## src/rtl/divider.sv

```systemverilog
// divider: sequential unsigned restoring divider, one quotient bit per clock.
//
// Shares the start/finished handshake of the shift-add multiplier. An operation
// is accepted from IDLE, runs BITS steps in RUN, then spends one cycle in DONE.
// During DONE o_finished is high. Results are loaded only on the finishing edge
// and are held until the next operation finishes.
//
// Optional feature macro: DIVIDER_ZERO_DETECT_EN. When it is defined, the design
// adds the o_divide_by_zero output. A zero divisor then finishes one cycle after
// the start edge.
//
// Ports:
//   i_clock          system clock, rising edge
//   i_reset          asynchronous, active-high reset
//   i_start          operation request, sampled only in IDLE
//   i_dividend       numerator, latched at the start edge
//   i_divisor        denominator, latched at the start edge
//   o_busy           high in RUN and DONE
//   o_finished       one-cycle pulse in DONE; results valid from this cycle on
//   o_quotient       floor(dividend / divisor)
//   o_remainder      dividend mod divisor
//   o_divide_by_zero (DIVIDER_ZERO_DETECT_EN only) last started op had divisor 0
module divider #(
  parameter int unsigned BITS = 4
) (
  input  logic            i_clock,
  input  logic            i_reset,
  input  logic            i_start,
  input  logic [BITS-1:0] i_dividend,
  input  logic [BITS-1:0] i_divisor,
  output logic            o_busy,
  output logic            o_finished,
  output logic [BITS-1:0] o_quotient,
`ifdef DIVIDER_ZERO_DETECT_EN
  output logic [BITS-1:0] o_remainder,
  output logic            o_divide_by_zero
`else
  output logic [BITS-1:0] o_remainder
`endif
);

  localparam int unsigned CntW = $clog2(BITS + 1);

  typedef enum logic [1:0] {StIdle, StRun, StDone} state_e;

  state_e            state_q, state_d;
  logic [BITS-1:0]   q_q, q_d;      // dividend shifting out, quotient shifting in
  logic [BITS-1:0]   d_q, d_d;      // latched divisor
  // The restored remainder is always below the divisor, so its top bit is always
  // zero. Only the shifted trial value needs the extra bit.
  logic [BITS-1:0]   r_q, r_d;
  logic [CntW-1:0]   cnt_q, cnt_d;
  logic [BITS-1:0]   quot_q, quot_d;
  logic [BITS-1:0]   rem_q, rem_d;
`ifdef DIVIDER_ZERO_DETECT_EN
  logic              dbz_q, dbz_d;
`endif

  // One restoring step.
  logic [BITS:0]     r_shift;
  logic              fits;
  logic [BITS-1:0]   step_q;
  logic [BITS-1:0]   step_r;

  always_comb begin
    r_shift = {1'b0, r_q, q_q[BITS-1]};
    fits    = (r_shift >= {1'b0, d_q});
    step_q  = {q_q[BITS-2:0], fits};
    step_r  = fits ? BITS'(r_shift - {1'b0, d_q}) : r_shift[BITS-1:0];
  end

  always_comb begin
    state_d = state_q;
    q_d     = q_q;
    d_d     = d_q;
    r_d     = r_q;
    cnt_d   = cnt_q;
    quot_d  = quot_q;
    rem_d   = rem_q;
`ifdef DIVIDER_ZERO_DETECT_EN
    dbz_d   = dbz_q;
`endif
    unique case (state_q)
      StIdle: begin
        if (i_start) begin
          q_d     = i_dividend;
          d_d     = i_divisor;
          r_d     = '0;
          cnt_d   = '0;
`ifdef DIVIDER_ZERO_DETECT_EN
          dbz_d   = 1'b0;
`endif
          state_d = StRun;
        end
      end
      StRun: begin
        q_d   = step_q;
        r_d   = step_r;
        cnt_d = cnt_q + CntW'(1);
        if (cnt_q == CntW'(BITS - 1)) begin
          quot_d  = step_q;
          rem_d   = step_r;
          state_d = StDone;
        end
`ifdef DIVIDER_ZERO_DETECT_EN
        // Zero divisor: skip the steps. q_q still holds the untouched dividend.
        if (d_q == '0) begin
          quot_d  = '1;
          rem_d   = q_q;
          dbz_d   = 1'b1;
          state_d = StDone;
        end
`endif
      end
      StDone: begin
        state_d = StIdle;
      end
      default: begin
        state_d = StIdle;
      end
    endcase
  end

  always_ff @(posedge i_clock or posedge i_reset) begin
    if (i_reset) begin
      state_q <= StIdle;
      q_q     <= '0;
      d_q     <= '0;
      r_q     <= '0;
      cnt_q   <= '0;
      quot_q  <= '0;
      rem_q   <= '0;
`ifdef DIVIDER_ZERO_DETECT_EN
      dbz_q   <= 1'b0;
`endif
    end else begin
      state_q <= state_d;
      q_q     <= q_d;
      d_q     <= d_d;
      r_q     <= r_d;
      cnt_q   <= cnt_d;
      quot_q  <= quot_d;
      rem_q   <= rem_d;
`ifdef DIVIDER_ZERO_DETECT_EN
      dbz_q   <= dbz_d;
`endif
    end
  end

  // Status outputs are decoded from the state. Reset therefore clears them without a clock edge.
  assign o_busy      = (state_q != StIdle);
  assign o_finished  = (state_q == StDone);
  assign o_quotient  = quot_q;
  assign o_remainder = rem_q;
`ifdef DIVIDER_ZERO_DETECT_EN
  assign o_divide_by_zero = dbz_q;
`endif

endmodule

```

## config.mk

```make
export PLATFORM = sky130hd
export DESIGN_NAME = divider
export DESIGN_NICKNAME = d
export VERILOG_FILES = /design/src/rtl/divider.sv
export SDC_FILE = /design/constraint.sdc
export NUM_CORES = 1
export LEC_CHECK = 0
export ABC_CLOCK_PERIOD_IN_PS = 1950
export BUFFER_PORTS_ARGS = -buffer_cell sky130_fd_sc_hd__buf_2
export CORE_MARGIN = 5
export CORE_UTILIZATION = 54
export DETAILED_ROUTE_END_ITERATION = 10
export PLACE_DENSITY = 0.83
export SLEW_MARGIN = 10
export SYNTH_ARGS = -nofsm -noshare
export SYNTH_HDL_FRONTEND = slang
export SYNTH_SLANG_ARGS = --single-unit
```

## constraint.sdc

```tcl
create_clock -name i_clock -period 1.95 [get_ports i_clock]
set_input_delay 0.0975 -clock i_clock [delete_from_list [all_inputs] [get_ports i_clock]]
set_output_delay 0.0975 -clock i_clock [all_outputs]
set_load 0.01 [all_outputs]
```

# Word-level counts from Yosys, hierarchy flattened
# Cells that the tools add are included.
# totals
output_inout_bits,10
in_bits,11
register_bits,25
# op_classes
n_eq_ne,5
n_addsub,2
n_reduce_logical,7
magnitude_cmp,1
muxes,10
# ops
operator,count
one-hot mux 4 bit (2 select lines),2
two-way mux 4 bit,3
AND reduction 2 bit,4
one-hot mux 3 bit (2 select lines),1
>= comparator 5 x 4 -> 1 bit,1
two-way mux 2 bit,2
"inequality test 2 bit, second input constant",2
one-hot mux 2 bit (2 select lines),1
nonzero test 2 bit,2
subtractor 4 bit,1
"adder 3 x 1 -> 3 bit, second input constant",1
"== test 3 x 2 -> 1 bit, second input constant",1
two-way mux 3 bit,1
"== test 2 x 1 -> 1 bit, second input constant",1
"== test 2 bit, second input constant",1
logical NOT 2 bit,1

# Longest topological paths before layout
# Gate-level depths: netlist of run 1.
# depth
ltp_word,3
mapped_depth,7

# Worst setup path before layout of run 1
# No wires, ideal clock.
# synth_timing
path_kind,reg-to-reg
from,reg q_q[3]
to,reg r_q[2]
path_slack_ps,300
n_path_buf,0
stages_incl_launch_ff,8
setup_time_ps,69
arrival_time_ps,1581
path_cell_list,dfrtp_1 > inv_1 > ha_1 > inv_1 > fa_1 > xnor2_1 > or4_1 > nand3_1
# synth_via
elab_chain_cells,3
elab_cells_between_ends,4
cone_classes,add/sub (1); order compare (1); mux (2)
# synth_lines
item,line,source
start: declaration,47,"logic [BITS-1:0] q_q, q_d;"
start signal: assignment,138,q_q <= q_d;
subtractor 4 bit / >= comparator 5 x 4 -> 1 bit (equally long branches),"69, 67",
two-way mux 4 bit (*),69,"step_r = fits ? BITS'(r_shift - {1'b0, d_q}) : r_shift[BITS-1:0];"
one-hot mux 4 bit (2 select lines) (*),83,unique case (state_q)
end signal: assignment,140,r_q <= r_d;
end: declaration,51,"logic [BITS-1:0] r_q, r_d;"
# Mark *: on every way between the ends. The rest lies on a longest branch, timed or not.
# A chain may end at the register's enable or synchronous reset.

# Worst setup path after layout of run 1
# Ends and elaborated chain as after synthesis.

==> flow_metrics.env, run 1 <==
export IMPL_cp_slowest_cell="dfrtp_1"
export IMPL_r2r_start="q_q[3]$_DFFE_PP0P_"
export IMPL_cts_buffers=3
export IMPL_die_x_um=58.5
export IMPL_htreeDepth=1
export IMPL_synth_async_sr_flop_share=1.00
export IMPL_synth_nets=141
export IMPL_startpoint_type="register"
export IMPL_end_kind="register"
export IMPL_num_vias=999
export IMPL_cts_tree="built"
export IMPL_syn_to_final_growth_pct=17.4
export IMPL_crit_end="r_q[2]$_DFFE_PP0P_"
export IMPL_ioPinCount=21
export IMPL_outcome="completed"
export IMPL_max_vdd_ir_drop_mv=1.10
export IMPL_synth_warnings=0
export IMPL_via_per_inst=5.55
export IMPL_grt_ovfl_total=0
export IMPL_critical_path_startpoint="q_q[3]$_DFFE_PP0P_"
export IMPL_grt_max_degree=26
export IMPL_finalHoldViolations=0
export IMPL_final_cell_count_no_fill=180
export IMPL_diodes=0
export IMPL_fin_setup_tns_ps=0
export IMPL_drtIter0Drc=30
export IMPL_ys_types=32
export IMPL_root_buffer="clkbuf_4"
export IMPL_critical_path_required_ps=2220
export IMPL_ys_seq_area_frac=0.493
export IMPL_synth_cells=123
export IMPL_min_delay_path_depth=3
export IMPL_fmax_mhz=571
export IMPL_crit_fanout=3
export IMPL_clkTransAtPathRegs_ps=130
export IMPL_initial_utilization=0.569
export IMPL_clock_sinks=25
export IMPL_die_h_um=58.5
export IMPL_fill_cells=186
export IMPL_cts_buffer_depth=2
export IMPL_worst_pin_slew_ps=659
export IMPL_slew_headroom=0.560
export IMPL_r2r_end="r_q[2]$_DFFE_PP0P_"
export IMPL_cpMostUsedCell="inv_1"
export IMPL_core_um2=2230
export IMPL_report_final_slew_viol_count=0
export IMPL_finClkSkew_ps=5.31
export IMPL_grt_pass1_wl_um=4580
export IMPL_die_area_um2=3420
export IMPL_drcViolationCount=0
export IMPL_setup_worst_path_class="reg2reg"
export IMPL_io_buffers=20
export IMPL_ys_flop_type="dfrtp_1"
export IMPL_finalCritPeriodShare=0.899
export IMPL_min_period_ps=1750
export IMPL_synth_cell_area_um2=1270
export IMPL_detail_route_antenna_nets=0
export IMPL_drive_above_1_share=0.230
export IMPL_post_cts_setup_buffers=0
export IMPL_finish_instance_area_um2=1490
export IMPL_drv_cap=0
export IMPL_drt_wl_total_um=2630
export IMPL_setup_viol=0
export IMPL_cts_resized=0
export IMPL_rr_worst_depth=7
export IMPL_finalPower_mw=2.83
export IMPL_arrival_ps=2020
export IMPL_dpl_cell_area_um2=1420
export IMPL_row_count=17
export IMPL_path_cells="inv_1, ha_1, inv_1, fa_1, xnor2_1, or4_1, nand3_1"
export IMPL_antenna_found_initial=0
export IMPL_p_leak_nw=0.741
export IMPL_synth_edf_count=0
export IMPL_dpl_cell_count=171
export IMPL_wl_per_cell_um=14.6
export IMPL_r2r_slack_ps=200
export IMPL_grt_pass1_vias=970
export IMPL_postCtsHoldBufs=5
export IMPL_nets=171
export IMPL_insertion_delay_ps=320
export IMPL_dp_hpwl_um=1850
export IMPL_syn_area_per_cell_um2=10.3
export IMPL_critical_path_max_stage_delay_ps=410
export IMPL_p_per_area_nw_per_um2=1890
export IMPL_grt_usage=0.175
export IMPL_rsz0062_at_grt="false"
export IMPL_drtPass1Iterations=4
export IMPL_ys_seq_elements=25
export IMPL_gp_congestion=0.913
export IMPL_hp_class="in2reg"
## worst max-delay path: cells and delay by family, from the launching register on
| kind | cells | cell delay, ps |
|---|---|---|
| fa+ha+maj | 2 | 550 |
| simple gates | 2 | 480 |
| flops | 1 | 410 |
| xor+xnor | 1 | 150 |
| buf+inv | 2 | 120 |
## metal layers
metal	vias up	track usage	wire length, um
met5	-	0	0
li1	492	-	-
met3	6	0.0219	154
met2	34	0.287	1360
met1	467	0.236	1080
met4	0	0.0695	42
## kinds of logic (layout without fill, tap and decap cells)
logic type,Yosys count,in the layout,synth area share
adders and majority gates,7,7,0.0749
xor gates and xnor gates,1,1,0.00690
buffers and inverters,15,44,0.0453
and+or+nand+nor,38,38,0.154
AOI/OAI and AO/OA,27,27,0.141
muxes,10,10,0.0857
DFF,25,25,0.493
## power by group
group / switching [mW] / internal (mW) / total [mW]
clock: 0.149 / 0.0800 / 0.229
sequential: 0.169 / 0.783 / 0.953
combinational: 0.959 / 0.685 / 1.64
## cells in the mapped netlist (2+ instances only)
cell / number / area, um^2
dfrtp_1: 25 / 626
inv_1: 11 / 41.3
mux2i_1: 3 / 30.0
o31ai_1: 4 / 30.0
nor2_1: 5 / 18.8
nand3_1: 11 / 55.1
nand2_1: 12 / 45.0
o21ai_2: 2 / 17.5
o211ai_1: 3 / 22.5
mux2_1: 3 / 33.8
ha_1: 6 / 75.1
a21o_1: 2 / 15.0
nor2b_1: 2 / 12.5
o21ai_0: 8 / 40.0
mux2_2: 4 / 45.0
clkbuf_1: 2 / 7.51
o21a_1: 2 / 15.0
a21oi_1: 3 / 15.0
nand2b_1: 2 / 12.5
## layout by cell type, fill, tap and decap left out
cell type	n
xnor2_1	1
mux2_2	4
clkbuf_1	1
ha_1	6
nor2_1	5
a21oi_1	3
nand3_1	11
mux2_1	3
o311ai_1	1
nand4_1	1
nor3_1	1
o221ai_1	1
inv_1	11
nor2b_1	2
dlygate4sd3_1	5
o31ai_1	4
nor2b_4	1
buf_2	20
nor4_2	1
or4_1	1
a31oi_1	1
inv_2	1
o211ai_1	3
nand2_1	12
mux2i_1	3
fa_1	1
o21ai_2	2
a21o_1	2
buf_4	3
nand2b_1	2
clkbuf_4	3
o21ai_0	8
dfrtp_1	25
o21a_1	2
and3_1	1
## registers in the layout, indices dropped and copies added, names as in the netlist
name         flops
d_q              4
o_quotient       4
o_remainder      4
q_q              4
r_q              4
cnt_q            3
state_q          2
## area by class of cell
type,instances,area (um^2),share of cell area
Clock buffer,4,26.3,0.0176
Inverter,12,45.0,0.0302
Multi-Input combinational cell,83,587,0.393
Sequential cell,25,626,0.419
Tap cell,28,35.0,0.0235
Timing Repair Buffer,28,173,0.116
## worst min path at each step
stage	startpoint	endpoint
6_report	i_dividend[3]	q_q[3]$_DFFE_PP0P_
5_1_grt	i_dividend[0]	q_q[0]$_DFFE_PP0P_
4_1_cts	i_dividend[3]	q_q[3]$_DFFE_PP0P_
3_5_place_dp	i_reset	cnt_q[0]$_DFFE_PP0P_
3_3_place_gp	i_reset	o_quotient[1]$_DFFE_PP0P_
2_1_floorplan	i_reset	cnt_q[0]$_DFFE_PP0P_
## stage by stage
stage,hold WS [ps],utilization,worst slack (ps)
global route,64.7,0.668,70.2
detailed placement,164,0.634,228
floorplan,125,-,300
CTS,51.5,0.668,192
global placement,154,0.634,261
finish,61.6,0.668,198
(Power assumes the default switching activity.)
==> inputs of run 2 (changes only) <==
Settings changed: CORE_MARGIN 5 to 2, CTS_CLUSTER_DIAMETER set to 150, SLEW_MARGIN 10 to 40.
==> run 2 against run 1 <==
- core utilization increased by 0.98 points
- worst setup slack worse by 65 ps
- sequential power hardly changed
- count of clock-buffer cells in the layout did not move
- routed wire length increased by 2.8%
- first-iteration DRC count up 37%
==> flow_metrics.env, run 2 (same netlist as run 1, synthesis figures left out) <==
export IMPL_finClkSkew_ps=9.78
export IMPL_row_count=17
export IMPL_hp_class="in2reg"
export IMPL_cts_buffer_depth=2
export IMPL_fmax_mhz=550
export IMPL_drtIter0Drc=41
export IMPL_p_per_area_nw_per_um2=1920
export IMPL_via_per_inst=5.88
export IMPL_cts_buffers=3
export IMPL_dp_slack_ps=212
export IMPL_detail_route_antenna_nets=0
export IMPL_finish_utilization=0.678
export IMPL_finalPower_mw=2.88
export IMPL_dpl_cell_area_um2=1420
export IMPL_clock_sinks=25
export IMPL_setup_viol=0
export IMPL_ioPinCount=21
export IMPL_critical_path_required_ps=2190
export IMPL_num_vias=1064
export IMPL_worst_pin_slew_ps=684
export IMPL_cts_resized=0
export IMPL_grt_pass1_wl_um=4690
export IMPL_core_um2=2210
export IMPL_crit_fanout=6
export IMPL_io_buffers=20
export IMPL_drtPass1Iterations=4
export IMPL_drive_above_1_share=0.235
export IMPL_rsz0062_at_grt="false"
export IMPL_root_buffer="clkbuf_4"
export IMPL_p_leak_nw=0.745
export IMPL_end_kind="register"
export IMPL_worst_hold_slack_ps=60.3
export IMPL_dp_hpwl_um=1800
export IMPL_grt_usage=0.234
export IMPL_finalWorstSetupSlack_ps=133
export IMPL_slew_headroom=0.543
export IMPL_grt_ovfl_total=0
export IMPL_insertion_delay_ps=320
export IMPL_grt_max_degree=26
export IMPL_outcome="completed"
export IMPL_die_h_um=52.5
export IMPL_fin_setup_tns_ps=0
export IMPL_final_cell_count_no_fill=181
export IMPL_finalCritPeriodShare=0.932
export IMPL_dpl_cell_count=172
export IMPL_max_vdd_ir_drop_mv=1.04
export IMPL_drcViolationCount=0
export IMPL_drt_wl_total_um=2710
export IMPL_layout_common_cells="25 x dfrtp_1, 20 x buf_2, 12 x nand2_1, 11 x inv_1, 11 x nand3_1"
export IMPL_min_period_ps=1820
export IMPL_die_area_um2=2760
export IMPL_initial_utilization=0.574
export IMPL_htreeDepth=1
export IMPL_setup_worst_path_class="reg2reg"
export IMPL_gp_congestion=0.955
export IMPL_diodes=0
export IMPL_drv_cap=0
export IMPL_clkTransAtPathRegs_ps=140
export IMPL_grt_pass1_vias=1046
export IMPL_startpoint_type="register"
export IMPL_antenna_found_initial=0
export IMPL_die_x_um=52.5
export IMPL_finalHoldViolations=0
export IMPL_r2r_slack_ps=130
export IMPL_finish_instance_area_um2=1500
export IMPL_arrival_ps=2060
export IMPL_layout_commonest_cell="dfrtp_1"
export IMPL_wl_per_cell_um=14.9
export IMPL_report_final_slew_viol_count=0
export IMPL_nets=172
export IMPL_cts_tree="built"
export IMPL_syn_to_final_growth_pct=18.0
-- run 2: changes by cell type in the layout (fill, tap and decap cells not counted), sizes merged --
| cell | delta |
|---|---|
| buf | +1 |
-- run 2: report_power, final --
group	leakage [nW]	internal (mW)	switching, mW
logic	0.428	0.694	0.996
clock network	0.0150	0.0799	0.158
registers	0.302	0.783	0.171
total	0.745	1.56	1.33
-- run 2: worst paths after layout --
path	from	end	depth (start not counted)
worst max-delay path	r_q[1]$_DFFE_PP0P_	o_remainder[0]$_DFFE_PP0P_	5
worst min-delay path	i_dividend[3]	q_q[3]$_DFFE_PP0P_	3
worst max register to register	r_q[1]$_DFFE_PP0P_	o_remainder[0]$_DFFE_PP0P_	5
worst min register to register	o_quotient[0]$_DFFE_PP0P_	o_quotient[0]$_DFFE_PP0P_	2
max in group asynchronous	i_reset	state_q[1]$_DFFE_PP0P_	4
min in group asynchronous	i_reset	d_q[3]$_DFFE_PP0P_	4
-- run 2: final cells by class --
cell class	instances	area [um^2]
fill	173	713
sequential	25	626
tap	28	35.0
multi-input combinational	83	587
timing repair buffer	29	180
inverter	12	45.0
clock buffer	4	26.3
-- run 2: what timing repair did --
item	in CTS	in global routing
endpoints found under the hold margin	26	3
setup buffers	0	0
endpoints found under the setup margin	0	0
hold buffers	2	3
-- run 2: worst max-delay path, stage by stage, from the launching register on --
cell     delay (ps)
dfrtp_1         450
ha_1            250
nor4_2          410
o21ai_2         200
and3_1          250
o31ai_1         190
-- run 2: layer usage --
metal  GRT usage  vias up  routed length (um)  part of all wire
met4       0.103        0                  38             0.014
met1       0.328      519                1160              0.43
met3      0.0343        7                 160             0.059
met5           0        -                   0                 0
met2       0.360       46                1350              0.50
li1            -      492                   -                 -
